<file path="src/rtl/cpu_mc_if.sv">
// Shared instruction/data memory port: req/ready handshake, any latency tolerated.
interface cpu_mc_if #(
  parameter int DATA_W = 16,
  parameter int ADDR_W = 16
);
  logic              mem_req;
  logic              mem_we;
  logic [ADDR_W-1:0] mem_addr;
  logic [DATA_W-1:0] mem_wdata;
  logic [DATA_W-1:0] mem_rdata;
  logic              mem_ready;

  modport master (
    output mem_req, mem_we, mem_addr, mem_wdata,
    input  mem_rdata, mem_ready
  );

  modport slave (
    input  mem_req, mem_we, mem_addr, mem_wdata,
    output mem_rdata, mem_ready
  );
endinterface

</file>
<file path="src/rtl/cpu_mc.sv">
// Multi-cycle 16-bit-ISA cpu; ALU/branch 2 cycles, LW/SW 3 cycles at zero wait.
// Memory backpressure: request held with stable address/data until mem_ready; each wait cycle adds one.
module cpu_mc #(
  parameter int                DATA_W    = 16,
  parameter int                ADDR_W    = 16,
  parameter logic [ADDR_W-1:0] RESET_PC  = '0,
  parameter int                INSTRET_W = 32
) (
  input  logic                 CLK,
  input  logic                 RST,
  cpu_mc_if.master             mem,
  input  logic                 resume,
  output logic                 halted,
  output logic                 illegal,
  output logic [INSTRET_W-1:0] instret
);

  typedef enum logic [1:0] {S_FETCH, S_EXEC, S_MEM, S_HALT} state_t;

  localparam logic [3:0] OP_HALT = 4'd0, OP_ADD = 4'd1, OP_SUB = 4'd2, OP_AND = 4'd3,
                         OP_OR   = 4'd4, OP_ADDI = 4'd5, OP_LW = 4'd6, OP_SW = 4'd7,
                         OP_BEQ  = 4'd8, OP_J = 4'd9;

  state_t                 state_q, state_d;
  logic                   started_q;
  logic [ADDR_W-1:0]      pc_q, pc_d, ea_q, ea_d;
  logic [15:0]            instr_q;
  logic [DATA_W-1:0]      rf_q [8];
  logic                   illegal_q, illegal_d;
  logic [INSTRET_W-1:0]   instret_q, instret_d;

  logic                   xfer;
  logic [3:0]             op;
  logic [2:0]             ra, rb, rc;
  logic [DATA_W-1:0]      va, vb, vc, simm, alu_res;
  logic [ADDR_W-1:0]      pc_inc, br_off;
  logic [INSTRET_W-1:0]   instret_inc;
  logic                   rf_we;
  logic [DATA_W-1:0]      rf_wd;

  assign op          = instr_q[15:12];
  assign ra          = instr_q[11:9];
  assign rb          = instr_q[8:6];
  assign rc          = instr_q[5:3];
  assign va          = (ra == 3'd0) ? '0 : rf_q[ra];
  assign vb          = (rb == 3'd0) ? '0 : rf_q[rb];
  assign vc          = (rc == 3'd0) ? '0 : rf_q[rc];
  assign simm        = {{(DATA_W-6){instr_q[5]}}, instr_q[5:0]};
  assign br_off      = {{(ADDR_W-6){instr_q[5]}}, instr_q[5:0]};
  assign pc_inc      = pc_q + ADDR_W'(1);
  assign instret_inc = instret_q + INSTRET_W'(1);
  assign xfer        = mem.mem_req & mem.mem_ready;

  always_ff @(posedge CLK or negedge RST) begin
    if (!RST) state_q <= S_FETCH;
    else      state_q <= state_d;
  end

  always_comb begin
    state_d = state_q;
    case (state_q)
      S_FETCH: if (xfer) state_d = S_EXEC;
      S_EXEC: begin
        case (op)
          OP_ADD, OP_SUB, OP_AND, OP_OR, OP_ADDI, OP_BEQ, OP_J: state_d = S_FETCH;
          OP_LW, OP_SW:                                         state_d = S_MEM;
          default:                                              state_d = S_HALT;
        endcase
      end
      S_MEM:   if (xfer) state_d = S_FETCH;
      S_HALT:  if (resume) state_d = S_FETCH;
      default: state_d = S_FETCH;
    endcase
  end

  // started_q keeps the port quiet until the first edge after reset release
  always_comb begin
    mem.mem_req   = started_q && ((state_q == S_FETCH) || (state_q == S_MEM));
    mem.mem_we    = (state_q == S_MEM) && (op == OP_SW);
    mem.mem_addr  = (state_q == S_MEM) ? ea_q : pc_q;
    mem.mem_wdata = va;
    halted        = (state_q == S_HALT);
  end

  always_comb begin
    case (op)
      OP_ADD:  alu_res = vb + vc;
      OP_SUB:  alu_res = vb - vc;
      OP_AND:  alu_res = vb & vc;
      OP_OR:   alu_res = vb | vc;
      default: alu_res = vb + simm;
    endcase
  end

  always_comb begin
    pc_d      = pc_q;
    ea_d      = ea_q;
    illegal_d = illegal_q;
    instret_d = instret_q;
    rf_we     = 1'b0;
    rf_wd     = alu_res;
    case (state_q)
      S_EXEC: begin
        case (op)
          OP_ADD, OP_SUB, OP_AND, OP_OR, OP_ADDI: begin
            rf_we     = 1'b1;
            pc_d      = pc_inc;
            instret_d = instret_inc;
          end
          OP_LW, OP_SW: ea_d = ADDR_W'(vb + simm);
          OP_BEQ: begin
            pc_d      = (va == vb) ? pc_inc + br_off : pc_inc;
            instret_d = instret_inc;
          end
          OP_J: begin
            pc_d      = ADDR_W'(instr_q[11:0]);
            instret_d = instret_inc;
          end
          OP_HALT: ;
          default: illegal_d = 1'b1;
        endcase
      end
      S_MEM: begin
        if (xfer) begin
          rf_we     = (op == OP_LW);
          rf_wd     = mem.mem_rdata;
          pc_d      = pc_inc;
          instret_d = instret_inc;
        end
      end
      S_HALT: begin
        if (resume) begin
          pc_d      = pc_inc;
          illegal_d = 1'b0;
        end
      end
      default: ;
    endcase
  end

  always_ff @(posedge CLK or negedge RST) begin
    if (!RST) begin
      started_q <= 1'b0;
      pc_q      <= RESET_PC;
      ea_q      <= '0;
      instr_q   <= '0;
      illegal_q <= 1'b0;
      instret_q <= '0;
      for (int i = 0; i < 8; i++) rf_q[i] <= '0;
    end else begin
      started_q <= 1'b1;
      pc_q      <= pc_d;
      ea_q      <= ea_d;
      illegal_q <= illegal_d;
      instret_q <= instret_d;
      if ((state_q == S_FETCH) && xfer) instr_q <= mem.mem_rdata[15:0];
      if (rf_we && (ra != 3'd0)) rf_q[ra] <= rf_wd;
    end
  end

  assign illegal = illegal_q;
  assign instret = instret_q;

endmodule

</file>
<file path="src/flat_wrapper.sv">
// flat-port wrapper written by rule: the top's interface ports become plain ports
module cpu_mc_flat 
#(
  parameter int                DATA_W    = 16,
  parameter int                ADDR_W    = 16,
  parameter logic [ADDR_W-1:0] RESET_PC  = '0,
  parameter int                INSTRET_W = 32
)
  (CLK, RST, resume, halted, illegal, instret, mem_mem_req, mem_mem_we, mem_mem_addr, mem_mem_wdata, mem_mem_rdata, mem_mem_ready);
  cpu_mc_if #(.DATA_W(DATA_W), .ADDR_W(ADDR_W)) mem_i ();
  input  logic CLK;
  input  logic RST;
  input  logic resume;
  output logic halted;
  output logic illegal;
  output logic [INSTRET_W-1:0] instret;
  output wire logic [$bits(mem_i.mem_req)-1:0] mem_mem_req;
  output wire logic [$bits(mem_i.mem_we)-1:0] mem_mem_we;
  output wire logic [$bits(mem_i.mem_addr)-1:0] mem_mem_addr;
  output wire logic [$bits(mem_i.mem_wdata)-1:0] mem_mem_wdata;
  input wire logic [$bits(mem_i.mem_rdata)-1:0] mem_mem_rdata;
  input wire logic [$bits(mem_i.mem_ready)-1:0] mem_mem_ready;
  assign mem_mem_req = mem_i.mem_req;
  assign mem_mem_we = mem_i.mem_we;
  assign mem_mem_addr = mem_i.mem_addr;
  assign mem_mem_wdata = mem_i.mem_wdata;
  assign mem_i.mem_rdata = mem_mem_rdata;
  assign mem_i.mem_ready = mem_mem_ready;
  cpu_mc #(.DATA_W(DATA_W), .ADDR_W(ADDR_W), .RESET_PC(RESET_PC), .INSTRET_W(INSTRET_W)) u_core (.CLK(CLK), .RST(RST), .mem(mem_i), .resume(resume), .halted(halted), .illegal(illegal), .instret(instret));
endmodule
</file>
<file path="config.mk">
export PLATFORM = sky130hd
export DESIGN_NAME = cpu_mc_flat
export DESIGN_NICKNAME = d
export VERILOG_FILES = /design/src/rtl/cpu_mc_if.sv /design/src/rtl/cpu_mc.sv /design/src/flat_wrapper.sv
export SDC_FILE = /design/constraint.sdc
export NUM_CORES = 1
export LEC_CHECK = 0
export CAP_MARGIN = 20
export CORE_MARGIN = 4
export CORE_UTILIZATION = 35
export DETAILED_ROUTE_END_ITERATION = 7
export MAX_ROUTING_LAYER = met4
export PLACE_DENSITY = 0.53
export SKIP_LAST_GASP = 1
export SYNTH_ARGS = -nofsm -noshare
export SYNTH_HDL_FRONTEND = slang
export SYNTH_SLANG_ARGS = --single-unit
export TNS_END_PERCENT = 1
</file>
<file path="constraint.sdc">
create_clock -name CLK -period 5.2 [get_ports CLK]
set_input_delay 0.52 -clock CLK [delete_from_list [all_inputs] [get_ports CLK]]
set_output_delay 0.52 -clock CLK [all_outputs]
set_load 0.005 [all_outputs]
</file>
==> run_results.csv, run 1 <==
group,metric,value,unit
drt,routed_wl,50700,µm
timing,whs,0.0134,ns
setup_path,cp_slowest_cell,"a2111oi_0",
yosys,synth-edff-count,0,
yosys,synth_async_sr_flop_share,100,%
clock_tree,clock_latency,0.50,ns
drt,drc,0,
yosys,synth_flop_cell,"dfrtp_1",
setup_path,slowest_delay,0.71,ns
clock_tree,ctsHoldBuffers,0,
layout,drive_above_1_share,22.0,%
timing,setup_viol,0,
floorplanning,rows,75,
clock_tree,tritoncts,"yes",
setup_path,path_cells,"mux2_2 > a22o_1 > mux2i_1 > ha_1 > nand2_1 > o21a_1 > inv_1 > fa_1 > nor2b_1 > o21ai_0 > a21boi_0 > o21ai_0 > buf_4 > a2111oi_0 > o21ai_0 > a31oi_1 > nor2_1 > mux2_2",
min_path,hold_class,"in -> async",
yosys,synth_cell_types,81,
yosys,seq_area_frac_synth,33.4,%
timing,skew,0.0172,ns
job,max_cap_violations,0,
grt,antenna_found_initial,1,
grt,first_global_vias,12400,
timing,maxSlewViolCount,0,
clock_tree,h-tree-depth,4,
grt,overflow,0,
floorplanning,die_w,214,µm
yosys,avgSynthCellArea,9.96,µm²
setup_path,worstPathArrival,5.43,ns
timing,rsz0062_at_grt,"yes",
setup_path,cpMostUsedCell,"o21ai_0",
yosys,synth_warnings,0,
drt,num_vias,12600,
setup_path,worstPathRequired,5.58,ns
setup_path,cp-start-kind,"register",
timing,worstMarginPinSlew,1.24,ns
drt,drt_iter0_drc,1115,
drt,firstDrtPassIters,5,
clock_tree,clock_path_buffers,2,
status,status,"complete, no violations",
timing,finalHoldViolations,0,
setup_path,crit_type,"reg -> reg",
placement,port_buffers,87,
timing,period_share,97.1,%
drt,vias_per_cell,5.87,
drt,wl_per_cell,23.7,µm
floorplanning,ios,88,
placement,hpwlAfterDp,37700,µm
yosys,ys_ff_latch,198,
layout,syn_to_final_growth,15.8,%
yosys,synth_nets,1569,
drt,ant_nets,0,
layout,final_nets,1664,
yosys,synthCells,1491,
grt,grt_util_all_layers,22.6,%
timing,fin_crit,5.05,ns
grt,grt_max_degree,134,
floorplanning,die_h,214,µm
setup_path,worstPathMaxFanout,14,
layout,final_cells,2139,
clock_tree,clk_pin_slew,0.08,ns
grt,grt_first_pass_wirelength,78100,µm
clock_tree,cts.sinks,198,
timing,slew_headroom,16.5,%
yosys,netlist_area,0.0148,mm²
placement,place_inst,2106,
layout,post-route-util,41.0,%
floorplanning,dieArea,0.0458,mm²
timing,timing.setup.tns,0,ns
clock_tree,cts_inserted_buffers,17,
floorplanning,start_util,35.4,%
setup_path,end_kind,"register",
timing,max_freq,198,MHz
floorplanning,core_area,0.0419,mm²
placement,gp_congestion,0.948,
clock_tree,clock-root-buffer,"clkbuf_16",
==> cells in the final DEF, fill, tap and decap left out, drive strengths merged, types with 7 or more instances in the layout <==
cell and instances:
dfrtp 198, a221o 8, xnor2 61, nand2b 12
a31oi 18, nor4 12, xor2 45, a221oi 49
a21boi 7, inv 33, o21ai 94, and3 18
and2 10, nand2 113, or3 7, nand4 16
a21oi 52, a22oi 11, o221ai 7, clkdlybuf4s50 86
nand3 43, nor2 91, a211oi 8, mux2i 57
mux4 26, buf 83, clkbuf 21, mux2 186
ha 55, nor2b 15, o21a 16, o211ai 9
or4 7, a21o 15, nor3 14, o31ai 18
==> layout make-up <==
cell class / count / area [µm²]
clock inverters: 12 / 158
multi-input cells: 1171 / 9300
repair buffers: 170 / 1520
fillers: 4103 / 24800
flip-flops and latches: 198 / 4960
inverters: 28 / 105
diodes: 1 / 2.50
clock buffers: 20 / 467
well taps: 539 / 674
==> critical path, delay by kind of cell, from the launching register on <==
kind	cells	cell delay, ns
AO/OA/AOI/OAI	8	2.05
adder cells (fa/ha/maj)	2	0.72
AND/OR/NAND/NOR	3	0.37
flip-flops	1	0.61
multiplexers	3	0.94
buffers and inverters	2	0.23
==> path summary, 6_finish.rpt <==
path / to / cells past startpoint / slack [ns] / startpoint
worst max-delay path: u_core.rf_q[74] / 18 / 0.15 / u_core.instr_q[3]
worst min-delay path: u_core.ea_q[10] / 1 / 0.01 / RST
worst max register to register: u_core.rf_q[74] / 18 / 0.15 / u_core.instr_q[3]
worst min register to register: u_core.rf_q[124] / 0 / 0.38 / u_core.rf_q[124]
max in group asynchronous: u_core.instr_q[6] / 2 / 3.95 / RST
min in group CLK: u_core.rf_q[124] / 0 / 0.38 / u_core.rf_q[124]
==> repair_timing <==
action / 4_1_cts / 5_1_grt
endpoints found under the setup margin: 0 / 40
hold endpoints to repair: 0 / 0
buffers inserted: 0 / 0
resized for setup: 0 / 2
==> Yosys cell counts (4+ instances only) <==
cell,count,area (µm²)
a221oi_1,46,403
buf_6,8,90.1
and3_1,18,113
a221o_1,8,80.1
nand2_1,112,420
or2_2,4,25.0
nor4_1,11,68.8
xnor2_1,61,534
a211oi_1,8,60.1
mux4_2,25,563
xor2_1,45,394
a21boi_0,7,52.6
and4_1,5,43.8
buf_2,21,105
a31oi_1,18,113
nand2b_1,12,75.1
or3_1,7,43.8
o221ai_1,7,61.3
nand3_1,43,215
nor3_1,14,70.1
nor2_1,91,342
inv_1,27,101
o21bai_1,5,37.5
ha_1,55,688
o31ai_1,17,128
buf_1,4,15.0
a2111oi_0,4,35.0
nor2b_1,14,87.6
o21a_1,16,120
or4_1,6,45.0
and2_1,10,62.6
clkbuf_1,54,203
a21oi_1,51,255
o211ai_1,9,67.6
a22o_1,5,43.8
o21ai_0,90,450
nand4_1,16,100
dfrtp_1,198,4950
a41oi_1,4,35.0
o21ai_1,4,20.0
mux2i_1,57,571
mux2_2,186,2090
a21o_1,15,113
a22oi_1,11,82.6
==> cell families (layout without fill, tap and decap cells) <==
kind of cell             Yosys count  count (layout)  share of synthesized area (%)
AO/OA/AOI/OAI                    361             361                           16.9
XOR/XNOR                         106             106                           6.25
adder cells (fa/ha/maj)           58              58                           5.04
buffers and inverters            122             230                           4.08
flip-flops                       198             198                           33.4
multiplexers                     269             269                           21.9
other                              1               2                         0.0253
AND/OR/NAND/NOR                  376             376                           12.4
==> metrics by stage <==
step / area (µm²) / setup WS [ns]
floorplan: 14800 / 0.536
detailed placement: 16600 / 0.127
global placement: 16600 / 0.253
finish: 17200 / 0.149
CTS: 17200 / 0.0905
global route: 17200 / -0.124
==> metal layers <==
metal	global-route usage, %	wire length [µm]
met1	30.3	23600
met3	4.44	2450
met5	-	0
met2	34.5	23400
met4	7.54	1320
==> registers in the layout, indices dropped and copies added (netlist names) <==
| register | count |
|---|---|
| u_core.ea_q | 16 |
| u_core.illegal | 1 |
| u_core.instr_q | 16 |
| u_core.instret | 32 |
| u_core.pc_q | 16 |
| u_core.rf_q | 114 |
| u_core.started_q | 1 |
| u_core.state_q | 2 |
Power of run 1 is not shown: default switching activity piles up to over one toggle a cycle in this logic, so the estimate is an artifact.
==> inputs of run 2 (changes only) <==
--- a/config.mk
+++ b/config.mk
@@ -15,4 +15,4 @@
 export SYNTH_ARGS = -nofsm -noshare
 export SYNTH_HDL_FRONTEND = slang
 export SYNTH_SLANG_ARGS = --single-unit
-export TNS_END_PERCENT = 1
+export TNS_END_PERCENT = 50
==> run 2 against run 1 <==
Against the previous run:
- routed wire length down 0.24%
- non-clock buffer count unchanged
- die area unchanged
- cell area up 0.12%
- worst setup slack better by 0.087 ns
- critical path type unchanged
- critical endpoint is now u_core.rf_q[46]
- largest cell class unchanged
==> run_results.csv, run 2 (synthesis results as in run 1) <==
group,metric,value,unit
setup_path,cp-start-kind,"register",
grt,busiest_layer,"met2",
grt,first_global_vias,12400,
clock_tree,cts_inserted_buffers,17,
floorplanning,die_w,214,µm
drt,drt_iter0_drc,1046,
setup_path,cp_slowest_cell,"o211ai_1",
timing,max_freq,201,MHz
timing,finalHoldViolations,0,
status,status,"complete, no violations",
setup_path,worstPathMaxFanout,11,
floorplanning,die_h,214,µm
setup_path,slowest_delay,0.70,ns
layout,largest_reg_flops,114,
placement,place_inst,2106,
floorplanning,core_area,0.0419,mm²
drt,firstDrtPassIters,5,
clock_tree,ctsHoldBuffers,0,
min_path,hold_class,"in -> async",
setup_path,worst-path-buf-inv,2,
layout,final_cells,2139,
floorplanning,rows,75,
timing,slew_headroom,19.0,%
layout,drive_above_1_share,22.1,%
setup_path,worstPathRequired,5.63,ns
timing,skew,0.0154,ns
placement,port_buffers,87,
setup_path,path_cells,"nor2b_1 > buf_4 > a22o_1 > o31ai_1 > o21ai_0 > o41ai_1 > buf_4 > nand2_1 > xnor2_1 > ha_1 > o21a_1 > a21boi_0 > a41o_1 > o21a_1 > o211ai_1 > mux2_2",
clock_tree,post_cts_buffers,0,
clock_tree,clock_path_buffers,2,
drt,ant_nets,0,
timing,setup_viol,0,
drt,drc,0,
layout,num-fill-cells,4099,
setup_path,r2r_setup_slack,0.24,ns
timing,rsz0062_at_grt,"no",
placement,gp_congestion,0.948,
timing,worstMarginPinSlew,1.20,ns
grt,grtUsageMet1,30.3,%
setup_path,cpLargestDelayFamily,"compound AO/OA/AOI/OAI gates",
job,max_cap_violations,0,
grt,grt_max_degree,134,
clock_tree,cts.sinks,198,
grt,use_met3,4.44,%
timing,whs,0.00903,ns
clock_tree,clk_pin_slew,0.08,ns
setup_path,crit_type,"reg -> reg",
floorplanning,start_util,35.4,%
setup_path,worstPathArrival,5.39,ns
setup_path,r2r-end,"u_core.rf_q[46]",
clock_tree,tritoncts,"yes",
placement,hpwlAfterDp,37700,µm
layout,final_cell_mix,"dfrtp_1 (194), mux2_2 (186), nand2_1 (112)",
clock_tree,clock-root-buffer,"clkbuf_16",
floorplanning,dieArea,0.0458,mm²
setup_path,end_kind,"register",
timing,timing.setup.tns,0,ns
setup_path,reg2reg_from,"u_core.instr_q[4]",
drt,num_vias,12600,
layout,final_nets,1664,
grt,grt_util_all_layers,22.6,%
grt,grt_util_met2,34.5,%
grt,antenna_found_initial,1,
drt,routed_wl,50600,µm
clock_tree,h-tree-depth,4,
layout,syn_to_final_growth,16.0,%
floorplanning,ios,88,
timing,period_share,95.5,%
setup_path,reg2reg_depth,16,
layout,final_common_cell,"dfrtp_1",
timing,fin_crit,4.96,ns
drt,vias_per_cell,5.88,
clock_tree,clock_latency,0.50,ns
layout,top_register,"u_core.rf_q",
drt,wl_per_cell,23.7,µm
grt,grt_first_pass_wirelength,78100,µm
grt,overflow,0,
timing,maxSlewViolCount,0,
-- run 2: worst max-delay path by stage --
stage | startpoint | cells past startpoint | end | slack [ns]
after floorplan | u_core.instr_q[5] | 17 | u_core.rf_q[109] | 0.54
after global placement | u_core.instr_q[3] | 16 | u_core.rf_q[79] | 0.25
after CTS | u_core.instr_q[3] | 16 | u_core.rf_q[93] | 0.09
after global routing | u_core.instr_q[3] | 17 | u_core.rf_q[75] | 0.05
after detailed placement | u_core.instr_q[3] | 16 | u_core.rf_q[93] | 0.13
final | u_core.instr_q[4] | 16 | u_core.rf_q[46] | 0.24
-- run 2: stage by stage --
stage                     worst slack, ns  cell area [µm²]  utilization (%)
after floorplan                     0.536            14800                -
final                               0.236            17200             41.0
after CTS                          0.0905            17200             41.0
after detailed placement            0.127            16600             39.5
after global placement              0.253            16600             39.5
after global routing               0.0464            17200             41.0
-- run 2: area by class of cell --
cell class	count	area (µm²)	area share, %
Multi-Input combinational cell	1171	9330	54.2
Tap cell	539	674	3.92
Clock buffer	20	467	2.71
Antenna cell	1	2.50	0.0145
Timing Repair Buffer	170	1520	8.85
Inverter	28	105	0.611
Sequential cell	198	4960	28.8
Clock inverter	12	158	0.916
-- run 2: per-layer routing --
metal,routed length [µm],vias up
met1,23300,6310
met3,2650,76
met4,1250,0
met5,0,-
li1,-,5809
met2,23400,375
-- run 2: repair_timing --
item	CTS	global route
endpoints found under the setup margin	0	40
resized for setup	0	7
endpoints found under the hold margin	0	0
Power of run 2 is left out for the same reason.
==> inputs of run 3 (changes only) <==
--- a/config.mk
+++ b/config.mk
@@ -10,8 +10,9 @@
 export CORE_UTILIZATION = 35
 export DETAILED_ROUTE_END_ITERATION = 7
 export MAX_ROUTING_LAYER = met4
-export PLACE_DENSITY = 0.53
+export PLACE_DENSITY = 0.54
 export SKIP_LAST_GASP = 1
+export SLEW_MARGIN = 15
 export SYNTH_ARGS = -nofsm -noshare
 export SYNTH_HDL_FRONTEND = slang
 export SYNTH_SLANG_ARGS = --single-unit
==> constraint.sdc (replaced) <==
create_clock -name CLK -period 4.15 [get_ports CLK]
set_input_delay 0.415 -clock CLK [delete_from_list [all_inputs] [get_ports CLK]]
set_output_delay 0.415 -clock CLK [all_outputs]
set_load 0.005 [all_outputs]
==> run 3 against run 2 <==
Against the previous run:
- the run now ends with setup timing left
- register-to-register slack worse by 0.34 ns
- flip-flop and latch count unchanged
- cell area up 10%
- fmax up 17%
- critical endpoint is now u_core.rf_q[94]
- highest routed layer unchanged
- die area unchanged
- via count up 5.9%
- hold slack better by 0.39 ns
- first-iteration DRC count up 6.3%
- worst setup slack worse by 0.34 ns
- routed wire length up 2.8%
==> run_results.csv, run 3 (synthesis results as in run 1) <==
group,metric,value,unit
drt,wl_per_cell,22.5,µm
clock_tree,clock-root-buffer,"clkbuf_16",
setup_path,r2r-end,"u_core.rf_q[94]",
grt,first_global_vias,13100,
placement,port_buffers,87,
layout,top_register,"u_core.rf_q",
drt,drc,0,
floorplanning,die_w,214,µm
job,max_cap_violations,0,
grt,overflow,0,
timing,fin_crit,4.26,ns
drt,num_vias,13300,
setup_path,cp_slowest_cell,"dfrtp_2",
timing,slew_headroom,25.1,%
layout,final_cell_mix,"buf_4 (235), dfrtp_1 (193), mux2_2 (180)",
status,violations,"setup timing",
setup_path,slowest_delay,0.42,ns
clock_tree,h-tree-depth,4,
floorplanning,dieArea,0.0458,mm²
drt,ant_nets,0,
timing,maxSlewViolCount,0,
timing,max_freq,235,MHz
setup_path,worst-path-buf-inv,4,
grt,grt_max_degree,83,
min_path,hp-start,"u_core.rf_q[124]",
setup_path,worstPathArrival,4.63,ns
clock_tree,clock_path_buffers,2,
min_path,whs_endpoint,"u_core.rf_q[124]",
setup_path,path_depth,19,
clock_tree,tritoncts,"yes",
clock_tree,clock_latency,0.49,ns
layout,largest_reg_flops,114,
floorplanning,die_h,214,µm
setup_path,r2r_setup_slack,-0.11,ns
floorplanning,ios,88,
setup_path,worstPathMaxFanout,7,
clock_tree,cts.sinks,198,
floorplanning,rows,75,
timing,worstMarginPinSlew,1.11,ns
setup_path,path_cells,"buf_6 > buf_12 > mux2_2 > a22o_1 > mux2i_2 > ha_2 > buf_6 > nand2_4 > o41ai_4 > nand2_1 > xnor2_1 > ha_2 > o21a_1 > a21boi_2 > a41o_4 > o211ai_1 > o211ai_1 > buf_4 > mux2_4",
timing,finalHoldViolations,0,
drt,vias_per_cell,5.77,
layout,antenna_cells,0,
setup_path,reg2reg_depth,19,
layout,post-route-util,45.2,%
setup_path,worstPathRequired,4.53,ns
timing,rsz0062_at_grt,"yes",
placement,hpwlAfterDp,38600,µm
timing,setup_viol,27,
drt,drt_iter0_drc,1112,
drt,firstDrtPassIters,5,
placement,gp_congestion,0.919,
grt,grt_util_all_layers,23.0,%
layout,final_nets,1835,
min_path,hold_depth,0,
clock_tree,clk_pin_slew,0.08,ns
setup_path,reg2reg_from,"u_core.instr_q[3]",
grt,grt_first_pass_wirelength,80200,µm
timing,setup_ws,-0.105,ns
status,status,"complete, but fails checks",
drt,routed_wl,52000,µm
timing,period_share,103,%
floorplanning,core_area,0.0419,mm²
layout,syn_to_final_growth,27.6,%
setup_path,cp-start-kind,"register",
timing,skew,0.0179,ns
setup_path,cpLargestDelayFamily,"compound AO/OA/AOI/OAI gates",
layout,drive_above_1_share,32.4,%
floorplanning,start_util,35.4,%
setup_path,crit_type,"reg -> reg",
layout,final_common_cell,"buf_4",
setup_path,end_kind,"register",
min_path,hold_class,"reg -> reg",
grt,antenna_found_initial,0,
clock_tree,cts_inserted_buffers,17,
==> run 3: changes by cell type in the layout (fill, tap and decap cells not counted), moves of 4 or more <==
cell	previous run	this run
a221oi_1	45	41
buf_12	2	7
buf_4	81	235
buf_6	0	7
mux2_2	186	180
mux2_4	0	6
nor2_1	91	85
nor2_2	0	6
o21ai_0	90	81
o21ai_2	0	6
xnor2_1	61	56
xnor2_2	0	5
==> run 3: cell type report <==
| cell class | count | area (µm²) |
|---|---|---|
| clock buffer | 18 | 429 |
| timing repair buffer | 341 | 2940 |
| sequential | 198 | 4960 |
| clock inverter | 14 | 163 |
| multi-input combinational | 1171 | 9680 |
| tap | 539 | 674 |
| fill | 4025 | 23000 |
| inverter | 28 | 105 |
==> run 3: layer usage <==
layer / vias up / track usage (%) / wire, µm
li1: 6163 / - / -
met2: 417 / 35.1 / 23700
met1: 6655 / 31.5 / 24100
met5: - / - / 0
met4: 0 / 7.65 / 1430
met3: 78 / 3.66 / 2830
==> run 3: how the worst max path moves through the flow <==
stage	startpoint	end	slack (ns)
after floorplan	u_core.instr_q[3]	u_core.rf_q[26]	-0.04
after global placement	u_core.instr_q[3]	u_core.rf_q[26]	-0.47
after detailed placement	u_core.instr_q[3]	u_core.rf_q[109]	-0.47
after CTS	u_core.instr_q[3]	u_core.rf_q[77]	-0.07
after global routing	u_core.instr_q[3]	u_core.rf_q[61]	-0.29
final	u_core.instr_q[3]	u_core.rf_q[94]	-0.11
==> run 3: stage by stage <==
step	worst slack, ns	setup TNS [ns]	instances	instance area (µm²)	hold WS [ns]
after detailed placement	-0.474	-21.25	2249	17700	0.382
after global placement	-0.471	-19.00	2249	17700	0.381
after CTS	-0.0716	-1.50	2304	18700	0.400
after floorplan	-0.0401	-0.341	1491	14900	0.119
after global routing	-0.294	-11.80	2309	18900	0.417
final	-0.105	-1.84	2309	18900	0.399
==> run 3: timing repair <==
| action | CTS | global route |
|---|---|---|
| hold buffers | 1 | 0 |
| gates cloned | 1 | 0 |
| endpoints found under the setup margin | 63 | 92 |
| hold endpoints to repair | 67 | 0 |
| buffers inserted | 22 | 9 |
| resized for setup | 57 | 38 |
| pin swaps | 32 | 23 |
Power of run 3 is left out for the same reason.
